File: config.mk
export PLATFORM = sky130hd
export DESIGN_NAME = hazard_control_unit
export DESIGN_NICKNAME = d
export VERILOG_FILES = /design/src/rtl/pipe_ctrl_pkg.sv /design/src/rtl/hazard_control_unit_sat_counter.sv /design/src/rtl/hazard_control_unit.sv
export SDC_FILE = /design/constraint.sdc
export NUM_CORES = 1
export LEC_CHECK = 0
export ABC_AREA = 0
export CAP_MARGIN = 15
export CORE_ASPECT_RATIO = 1.1
export CORE_MARGIN = 2
export CORE_UTILIZATION = 51
export CTS_CLUSTER_SIZE = 30
export DETAILED_ROUTE_END_ITERATION = 8
export GPL_TIMING_DRIVEN = 0
export HOLD_SLACK_MARGIN = 0.15
export PLACE_DENSITY_LB_ADDON = 0.2
export SLEW_MARGIN = 15
export SYNTH_ARGS = -nofsm -noshare
export SYNTH_HDL_FRONTEND = slang
export SYNTH_HIERARCHICAL = 1
export SYNTH_SLANG_ARGS = --single-unit
export TNS_END_PERCENT = 100
File: constraint.sdc
create_clock -name clk -period 6 [get_ports clk]
set_input_delay 1.2 -clock clk [delete_from_list [all_inputs] [get_ports clk]]
set_output_delay 1.2 -clock clk [all_outputs]
set_load 0.03 [all_outputs]
File: src/rtl/pipe_ctrl_pkg.sv
// ============================================================================
// pipe_ctrl_pkg
// Shared types and constants for the pipeline stall/flush control logic.
// Revision: 1.0
// ============================================================================
`default_nettype none

package pipe_ctrl_pkg;

    typedef enum logic [1:0] {
        RUN      = 2'd0,
        FLUSH    = 2'd1,
        MEM_WAIT = 2'd2
    } state_t;

    localparam logic [4:0] REG_X0 = 5'd0;

endpackage

`default_nettype wire

File: src/rtl/hazard_control_unit_sat_counter.sv
// ============================================================================
// sat_counter
// Event counter that holds at its all-ones value instead of wrapping.
// Revision: 1.0
// ============================================================================
`default_nettype none

module sat_counter #(
    parameter int W = 16
) (
    input  logic         clk,
    input  logic         reset,
    input  logic         inc,
    output logic [W-1:0] count
);

    logic [W-1:0] count_q;
    logic [W-1:0] count_d;

    always_comb begin
        count_d = count_q;
        if (inc && (count_q != {W{1'b1}})) begin
            count_d = count_q + {{(W-1){1'b0}}, 1'b1};
        end
    end

    always_ff @(posedge clk or posedge reset) begin
        if (reset) begin
            count_q <= '0;
        end else begin
            count_q <= count_d;
        end
    end

    assign count = count_q;

endmodule

`default_nettype wire

File: src/rtl/hazard_control_unit.sv
// ============================================================================
// hazard_control_unit
// ID-stage stall/flush controller: load-use, taken-branch and memory-wait.
// Revision: 1.0
// ============================================================================
`default_nettype none

module hazard_control_unit #(
    parameter int FLUSH_CYCLES   = 1,
    parameter int STORE_DATA_FWD = 1,
    parameter int CNT_W          = 16
) (
    input  logic             clk,
    input  logic             reset,
    input  logic [4:0]       IF_ID_rs1,
    input  logic [4:0]       IF_ID_rs2,
    input  logic             IF_ID_uses_rs1,
    input  logic             IF_ID_uses_rs2,
    input  logic             IF_ID_is_store,
    input  logic [4:0]       ID_EX_rd,
    input  logic             ID_EX_mem_read,
    input  logic             branch_taken,
    input  logic             mem_busy,
    output logic             PC_write_en,
    output logic             IF_ID_write_en,
    output logic             ID_EX_write_en,
    output logic             EX_MEM_write_en,
    output logic             ID_EX_bubble,
    output logic             IF_ID_flush,
    output logic [CNT_W-1:0] stall_count,
    output logic [CNT_W-1:0] flush_count
);

    import pipe_ctrl_pkg::*;

    localparam logic [2:0] FLUSH_INIT = 3'(FLUSH_CYCLES - 1);

    state_t     state_q,      state_d;
    state_t     resume_q,     resume_d;
    state_t     eff_state;
    logic [2:0] flush_left_q, flush_left_d;
    logic       stall_inc;
    logic       flush_inc;
    logic       rs1_hit;
    logic       rs2_hit;
    logic       load_use;

    // A stall parked in MEM_WAIT behaves like the state it will resume into.
    assign eff_state = (state_q == MEM_WAIT) ? resume_q : state_q;

    assign rs1_hit  = IF_ID_uses_rs1 && (IF_ID_rs1 == ID_EX_rd);
    assign rs2_hit  = IF_ID_uses_rs2 && (IF_ID_rs2 == ID_EX_rd)
                      && !((STORE_DATA_FWD != 0) && IF_ID_is_store);
    assign load_use = ID_EX_mem_read && (ID_EX_rd != REG_X0) && (rs1_hit || rs2_hit);

    always_comb begin
        PC_write_en     = 1'b1;
        IF_ID_write_en  = 1'b1;
        ID_EX_write_en  = 1'b1;
        EX_MEM_write_en = 1'b1;
        ID_EX_bubble    = 1'b0;
        IF_ID_flush     = 1'b0;
        state_d         = state_q;
        resume_d        = resume_q;
        flush_left_d    = flush_left_q;
        stall_inc       = 1'b0;
        flush_inc       = 1'b0;

        if (mem_busy) begin
            // Branch in EX is frozen along with everything else and re-presents later.
            PC_write_en     = 1'b0;
            IF_ID_write_en  = 1'b0;
            ID_EX_write_en  = 1'b0;
            EX_MEM_write_en = 1'b0;
            state_d         = MEM_WAIT;
            resume_d        = eff_state;
            stall_inc       = 1'b1;
        end else if (branch_taken && (eff_state == RUN)) begin
            ID_EX_bubble = 1'b1;
            IF_ID_flush  = 1'b1;
            flush_inc    = 1'b1;
            if (FLUSH_CYCLES > 1) begin
                state_d      = FLUSH;
                flush_left_d = FLUSH_INIT;
            end else begin
                state_d      = RUN;
                flush_left_d = 3'd0;
            end
        end else if (eff_state == FLUSH) begin
            ID_EX_bubble = 1'b1;
            IF_ID_flush  = 1'b1;
            if (flush_left_q <= 3'd1) begin
                state_d      = RUN;
                flush_left_d = 3'd0;
            end else begin
                state_d      = FLUSH;
                flush_left_d = flush_left_q - 3'd1;
            end
        end else if (load_use) begin
            PC_write_en    = 1'b0;
            IF_ID_write_en = 1'b0;
            ID_EX_bubble   = 1'b1;
            stall_inc      = 1'b1;
            state_d        = RUN;
        end else begin
            state_d = RUN;
        end
    end

    always_ff @(posedge clk or posedge reset) begin
        if (reset) begin
            state_q      <= RUN;
            resume_q     <= RUN;
            flush_left_q <= 3'd0;
        end else begin
            state_q      <= state_d;
            resume_q     <= resume_d;
            flush_left_q <= flush_left_d;
        end
    end

    sat_counter #(.W(CNT_W)) u_stall_cnt (
        .clk   (clk),
        .reset (reset),
        .inc   (stall_inc),
        .count (stall_count)
    );

    sat_counter #(.W(CNT_W)) u_flush_cnt (
        .clk   (clk),
        .reset (reset),
        .inc   (flush_inc),
        .count (flush_count)
    );

endmodule

`default_nettype wire

## After elaboration in Yosys (flattened, before gate mapping)

Index checks and enable logic that the tools add are counted.

- Logic and storage cells: 55
- Output and inout port bits: 38
- Register bits after elaboration: 39
- Input bits: 23

- Muxes and demuxes: 25
- Eq/ne operators: 6
- Magnitude comparators: 1
- Reductions and logical operators: 14
- Bitwise logic cells: 1
- Add/sub/neg operators: 3

Operators by type and width:

| operator | number |
|---|---|
| 16-bit by 1-bit adder with 16-bit output (second input constant) | 2 |
| 16-bit != test (second input constant) | 2 |
| 1-bit 2-to-1 mux | 18 |
| 5-bit == test | 2 |
| 3-bit 2-to-1 mux | 3 |
| 1-bit logical AND | 8 |
| 2-bit 2-to-1 mux | 4 |
| 5-bit nonzero test | 1 |
| 3-bit by 1-bit <= comparator with 1-bit output (second input constant) | 1 |
| 3-bit by 1-bit subtractor with 3-bit output (second input constant) | 1 |
| 2-bit by 1-bit == test with 1-bit output (second input constant) | 1 |
| 2-bit == test (second input constant) | 1 |
| 2-bit logical NOT | 1 |
| 2-bit AND reduction | 1 |
| 2-bit nonzero test | 1 |
| 1-bit logical NOT | 1 |
| 1-bit logical OR | 1 |
| 1-bit inverter | 1 |

## Logic depth before layout (Yosys ltp)

- Depth in word-level cells: 10
- Mapped depth: 8

## Modules after synthesis

Netlist, hierarchy kept.

By module, submodules not included:

| module | times used | cells an instance | area each (um^2) |
|---|---|---|---|
| sat_counter | 2 | 71 | 805.8 |
| hazard_control_unit | 1 | 58 | 554.3 |

## Worst setup path before layout

Ideal clock, no wire load.

- Path kind: input to output
- From: in ID_EX_rd[3]
- To: out ID_EX_bubble
- Setup slack: 2235 ps
- Buffers on the path: 0
- Stages: 4
- Data arrival time: 2565 ps
- Data required time: 4800 ps
- Path through: xor2_1 > nor4_2 > a32oi_1 > o31ai_1

- Cells in the longest elaborated chain, start to end: 9
- Elaborated cells on any way between the ends: 13
- Those cells by class: 2 x eq/ne; 4 x mux; 7 x reduce/logical

RTL lines:

| element | line | source |
|---|---|---|
| start, declared | hazard_control_unit.sv:20 | `input logic [4:0] ID_EX_rd,` |
| 5-bit == test | hazard_control_unit.sv:52 | `assign rs2_hit = IF_ID_uses_rs2 && (IF_ID_rs2 == ID_EX_rd)` |
| 1-bit logical AND | hazard_control_unit.sv:52 |  |
| 1-bit logical AND | hazard_control_unit.sv:53 | `&& !((STORE_DATA_FWD != 0) && IF_ID_is_store);` |
| 1-bit logical OR | hazard_control_unit.sv:54 | `assign load_use = ID_EX_mem_read && (ID_EX_rd != REG_X0) && (rs1_hit \|\| rs2_hit);` |
| 1-bit logical AND (*) | hazard_control_unit.sv:54 |  |
| 1-bit 2-to-1 mux (*) | hazard_control_unit.sv:99 | `end else if (load_use) begin` |
| 1-bit 2-to-1 mux (*) | hazard_control_unit.sv:89 | `end else if (eff_state == FLUSH) begin` |
| 1-bit 2-to-1 mux (*) | hazard_control_unit.sv:78 | `end else if (branch_taken && (eff_state == RUN)) begin` |
| 1-bit 2-to-1 mux (*) | hazard_control_unit.sv:69 | `if (mem_busy) begin` |
| end, declared | hazard_control_unit.sv:28 | `output logic ID_EX_bubble,` |

Mark *: on every way between the ends. The rest lies on a longest branch, timed or not.

## Final worst setup path

- From: in ID_EX_rd[0]
- To: out PC_write_en

- Cells in the longest elaborated chain, start to end: 9
- Elaborated cells on any way between the ends: 13
- Those cells by class: 2 x eq/ne; 4 x mux; 7 x reduce/logical

RTL lines:

| element | line | source |
|---|---|---|
| 5-bit == test | hazard_control_unit.sv:52 |  |
| 1-bit logical AND | hazard_control_unit.sv:52 |  |
| 1-bit logical AND | hazard_control_unit.sv:53 |  |
| 1-bit logical OR | hazard_control_unit.sv:54 |  |
| 1-bit logical AND (*) | hazard_control_unit.sv:54 |  |
| 1-bit 2-to-1 mux (*) | hazard_control_unit.sv:99 |  |
| 1-bit 2-to-1 mux (*) | hazard_control_unit.sv:89 |  |
| 1-bit 2-to-1 mux (*) | hazard_control_unit.sv:78 |  |
| 1-bit 2-to-1 mux (*) | hazard_control_unit.sv:69 |  |
| end, declared | hazard_control_unit.sv:24 | `output logic PC_write_en,` |

Marks and branches as above.

==> results.md <==
Detailed routing:
- Once detail routing completed, the nets flagged for antenna violations numbered 0.
- For this block, the via count after detailed routing is 1733.
- The post-detailed-route DRC marker count is 0.
- The routed via count divided by cell count is 5.43.
- The routed length per instance is 14.2 um.
- After the first detailed-routing iteration, the DRC count stood at 115.
- The pre-antenna-repair detailed-routing pass consisted of 4 iterations.
- The routed design has 4550 um of wire.

Global routing:
- After global routing the overflow that remains totals 0.
- The number of antenna violations at the first check in global routing is 0.
- The maximum number of pins on one net before global-route repair is 17.
- The via count of the first global-routing pass is 1665.
- The first global-routing pass estimated 7690 um of wire.
- In the global route stage, overall resource usage came out at 20.7%.

Clocking:
- Counting the buffers created by CTS gives 5.
- The number of hold buffers added after CTS was 0.
- The maximum level of the CTS H-tree is 2.
- The number of buffers on the longest clock path is 2.
- Clock tree synthesis selected as its root buffer the cell sky130_fd_sc_hd__clkbuf_8.
- The CTS tree is built.
- The clock reaches the later pin of the worst-skew pair after 0.28 ns.
- The count of cells resized by post-cts repair is 0.
- The clock edge transition at the registers on the reported setup and hold paths is 0.07 ns.
- The post-CTS setup repair buffer count is 0.
- The tree built by TritonCTS fans out to 39 sinks.

Floorplan:
- The floorplan step defined a core boundary enclosing 4020 um^2.
- Once the floorplan was initialized, standard cells occupied 53.8% of the core.
- The die is 66.1 um wide.
- The die area is 4780 um^2.
- The die extent in y is 72.3 um.
- 61 I/O pins were placed.
- The number of standard-cell rows in the floorplan is 24.

Synth:
- The count of warnings emitted by yosys is 6.
- Synthesis produced 200 cells.
- The fraction of post-synthesis cell area in the top cell type by area is 45.1%.
- The area of the mapped netlist is 2170 um^2.
- The most frequent cell after synthesis is sky130_fd_sc_hd__dfrtp_1.
- The number of enable-type register cells in the synthesized netlist is 0.
- The unique cell type count in the Yosys netlist is 40.
- The mean cell area of the mapped netlist is 10.8 um^2.
- Ranked by total cell area, the synthesized netlist is headed by sky130_fd_sc_hd__dfrtp_1 45%, sky130_fd_sc_hd__xnor2_1 9.3%, sky130_fd_sc_hd__xor2_1 3.6%.
- The register area share after synthesis is 45.1%.
- In the synthesized netlist, the cells that appear most often are 39 x sky130_fd_sc_hd__dfrtp_1, 23 x sky130_fd_sc_hd__xnor2_1, 16 x sky130_fd_sc_hd__nand2_1.
- The cell type with the highest aggregate area in the netlist is sky130_fd_sc_hd__dfrtp_1.
- Of all flip-flops after synthesis, the portion carrying an async set or reset was 100%.
- The count of state elements after synthesis is 39.
- The number of nets in the synthesized netlist is 227.
- In the synthesized netlist the dominant register cell turns out to be sky130_fd_sc_hd__dfrtp_1.

Timing:
- The worst hold-check slack is 0.510 ns.
- The slew of the pin with the lowest slew margin is 0.679 ns.
- The hold violation total from the final report is 0.
- The max-slew violation count is 0.
- The worst max-slew margin expressed relative to the limit is 54.3%.
- Setup repair after global routing left no endpoint under its margin.
- The final period utilization is 75.9%.
- Setup violations remaining at the end of the flow were counted as 0.
- Adding up every negative setup slack in the final design gives 0 ns.
- The clock arrives with 0.00265 ns of skew.
- Derived from the worst setup path, the maximum achievable clock frequency is 220 MHz.
- The worst path in the final design needs a cycle of 4.55 ns, including I/O delays and setup.

Finish:
- 0 antenna diodes ended up in the layout.
- For this run, the number of standard cells in the final layout without fillers is 319.
- Of the cells placed in the final design, the portion with a size suffix greater than 1 is 12.4%.
- The number of nets in the finished design is 294.
- Fill cells in the final layout number 320.
- The utilization after layout is 72.9%.
- Compared with the post-synthesis result, the final layout area differs by 35.5%.

Min path:
- The type of the worst min-delay path is flop to flop.
- The startpoint of the most critical hold path is u_flush_cnt/count[15].

Power and ir drop:
- Power comes to 0.972 mW.
- The analysis attributes to cell leakage a power of 1.27 nW.
- The worst voltage drop across the vdd grid is 0.323 mV.
- Power spread over the standard cell area amounts to 331 nW/um^2.

Setup path:
- The required time of the critical path is 4.80 ns.
- The highest net fanout along the worst path is 3.
- The most critical setup path has its startpoint at ID_EX_rd[0].
- The data arrival at the endpoint of the critical path is 3.35 ns.
- The worst setup path is captured at a primary output.
- STA classifies the critical path startpoint as an input port.
- By startpoint and endpoint, the worst setup path is classified as input port to primary output.
- The worst register-to-register path begins at state_q[0].

Placed design:
- The congestion estimate from routability-driven global placement came to 0.813.
- Buffers placed on the I/O ports in this run total 60.
- The number of placed cells counting well taps is 312.
- The detailed placement HPWL is 3480 um.

Run status:
- The flow ran to the end, and the final reports show no timing, DRC or antenna violations.

Run:
- Max-cap violations in this run came to 0.
==> final timing paths <==
| kind | to | slack, ns | cells after the start |
|---|---|---|---|
| min | u_flush_cnt/count[15] | 0.51 | 1 |
| min reg2reg | u_flush_cnt/count[15] | 0.51 | 1 |
| max in group asynchronous | u_flush_cnt/count[0] | 4.22 | 2 |
| max reg2reg | u_stall_cnt/count[14] | 3.28 | 8 |
| max | PC_write_en | 1.45 | 7 |
| min in group asynchronous | flush_left_q[1] | 1.24 | 2 |
==> cell families (layout without fill, tap and decap cells) <==
family                   Yosys count  count (layout)  synth area share [%]
AO/OA/AOI/OAI                     23              23                  8.15
XOR/XNOR                          32              32                  12.9
adder cells (fa/ha/maj)            4               4                  2.31
buffers and inverters             13              80                  2.83
flip-flops                        39              39                  45.1
multiplexers                       6               6                  3.00
AND/OR/NAND/NOR                   83              83                  25.7
==> critical path, cell delays in order <==
cell and delay (ns):
sky130_fd_sc_hd__clkdlybuf4s50_1 0.48, sky130_fd_sc_hd__xor2_1 0.21, sky130_fd_sc_hd__nor4_1 0.28, sky130_fd_sc_hd__a32oi_1 0.14, sky130_fd_sc_hd__o31a_1 0.32, sky130_fd_sc_hd__buf_4 0.13, sky130_fd_sc_hd__clkdlybuf4s50_1 0.59
==> registers in the layout, summed over array words and instances (netlist names) <==
signal	count
state_q	2
u_flush_cnt/count	16
flush_left_q	3
resume_q	2
u_stall_cnt/count	16
==> metal layers <==
layer / global-route usage, % / wire [um] / part of all wire (%) / vias up
li1: - / - / - / 853
met2: 35.3 / 2290 / 50 / 33
met3: 4.81 / 140 / 3.1 / 8
met1: 26.4 / 2060 / 45 / 839
met5: 0 / 0 / 0 / -
met4: 5.44 / 55 / 1.2 / 0
==> through the flow <==
| stage | cell area [um^2] | worst slack [ns] |
|---|---|---|
| after floorplan | 2170 | 2.23 |
| after global placement | 2830 | 1.45 |
| after detailed placement | 2830 | 1.44 |
| after CTS | 2930 | 1.44 |
| after global routing | 2930 | 1.32 |
| final | 2930 | 1.45 |
==> power breakdown <==
part	switching [mW]	total, mW	internal [mW]
sequential	0.0758	0.394	0.318
combinational	0.203	0.371	0.168
clock	0.0861	0.208	0.122
total	0.365	0.972	0.607
==> layout by cell type (no fill, tap or decap), types with 6 or more instances in the layout <==
| cell type | netlist | layout |
|---|---|---|
| sky130_fd_sc_hd__nor2_1 | 7 | 7 |
| sky130_fd_sc_hd__nand3_1 | 14 | 14 |
| sky130_fd_sc_hd__xor2_1 | 9 | 9 |
| sky130_fd_sc_hd__a21oi_1 | 8 | 8 |
| sky130_fd_sc_hd__nand2_1 | 16 | 16 |
| sky130_fd_sc_hd__nand4_1 | 10 | 10 |
| sky130_fd_sc_hd__clkdlybuf4s50_1 | 0 | 60 |
| sky130_fd_sc_hd__and3_1 | 8 | 8 |
| sky130_fd_sc_hd__and4_1 | 6 | 6 |
| sky130_fd_sc_hd__inv_1 | 9 | 9 |
| sky130_fd_sc_hd__xnor2_1 | 23 | 23 |
| sky130_fd_sc_hd__dfrtp_1 | 39 | 39 |
==> cell type report <==
cell class,count,area [um^2],share of cell area (%)
Inverter,11,46.3,1.58
Tap cell,52,65.1,2.22
Multi-Input combinational cell,148,1130,38.5
Buffer,2,15.0,0.512
Clock inverter,1,30.0,1.02
Sequential cell,39,976,33.3
Timing Repair Buffer,60,601,20.5
Clock buffer,6,72.6,2.47
No activity file was read; power rests on OpenSTA's default activity.
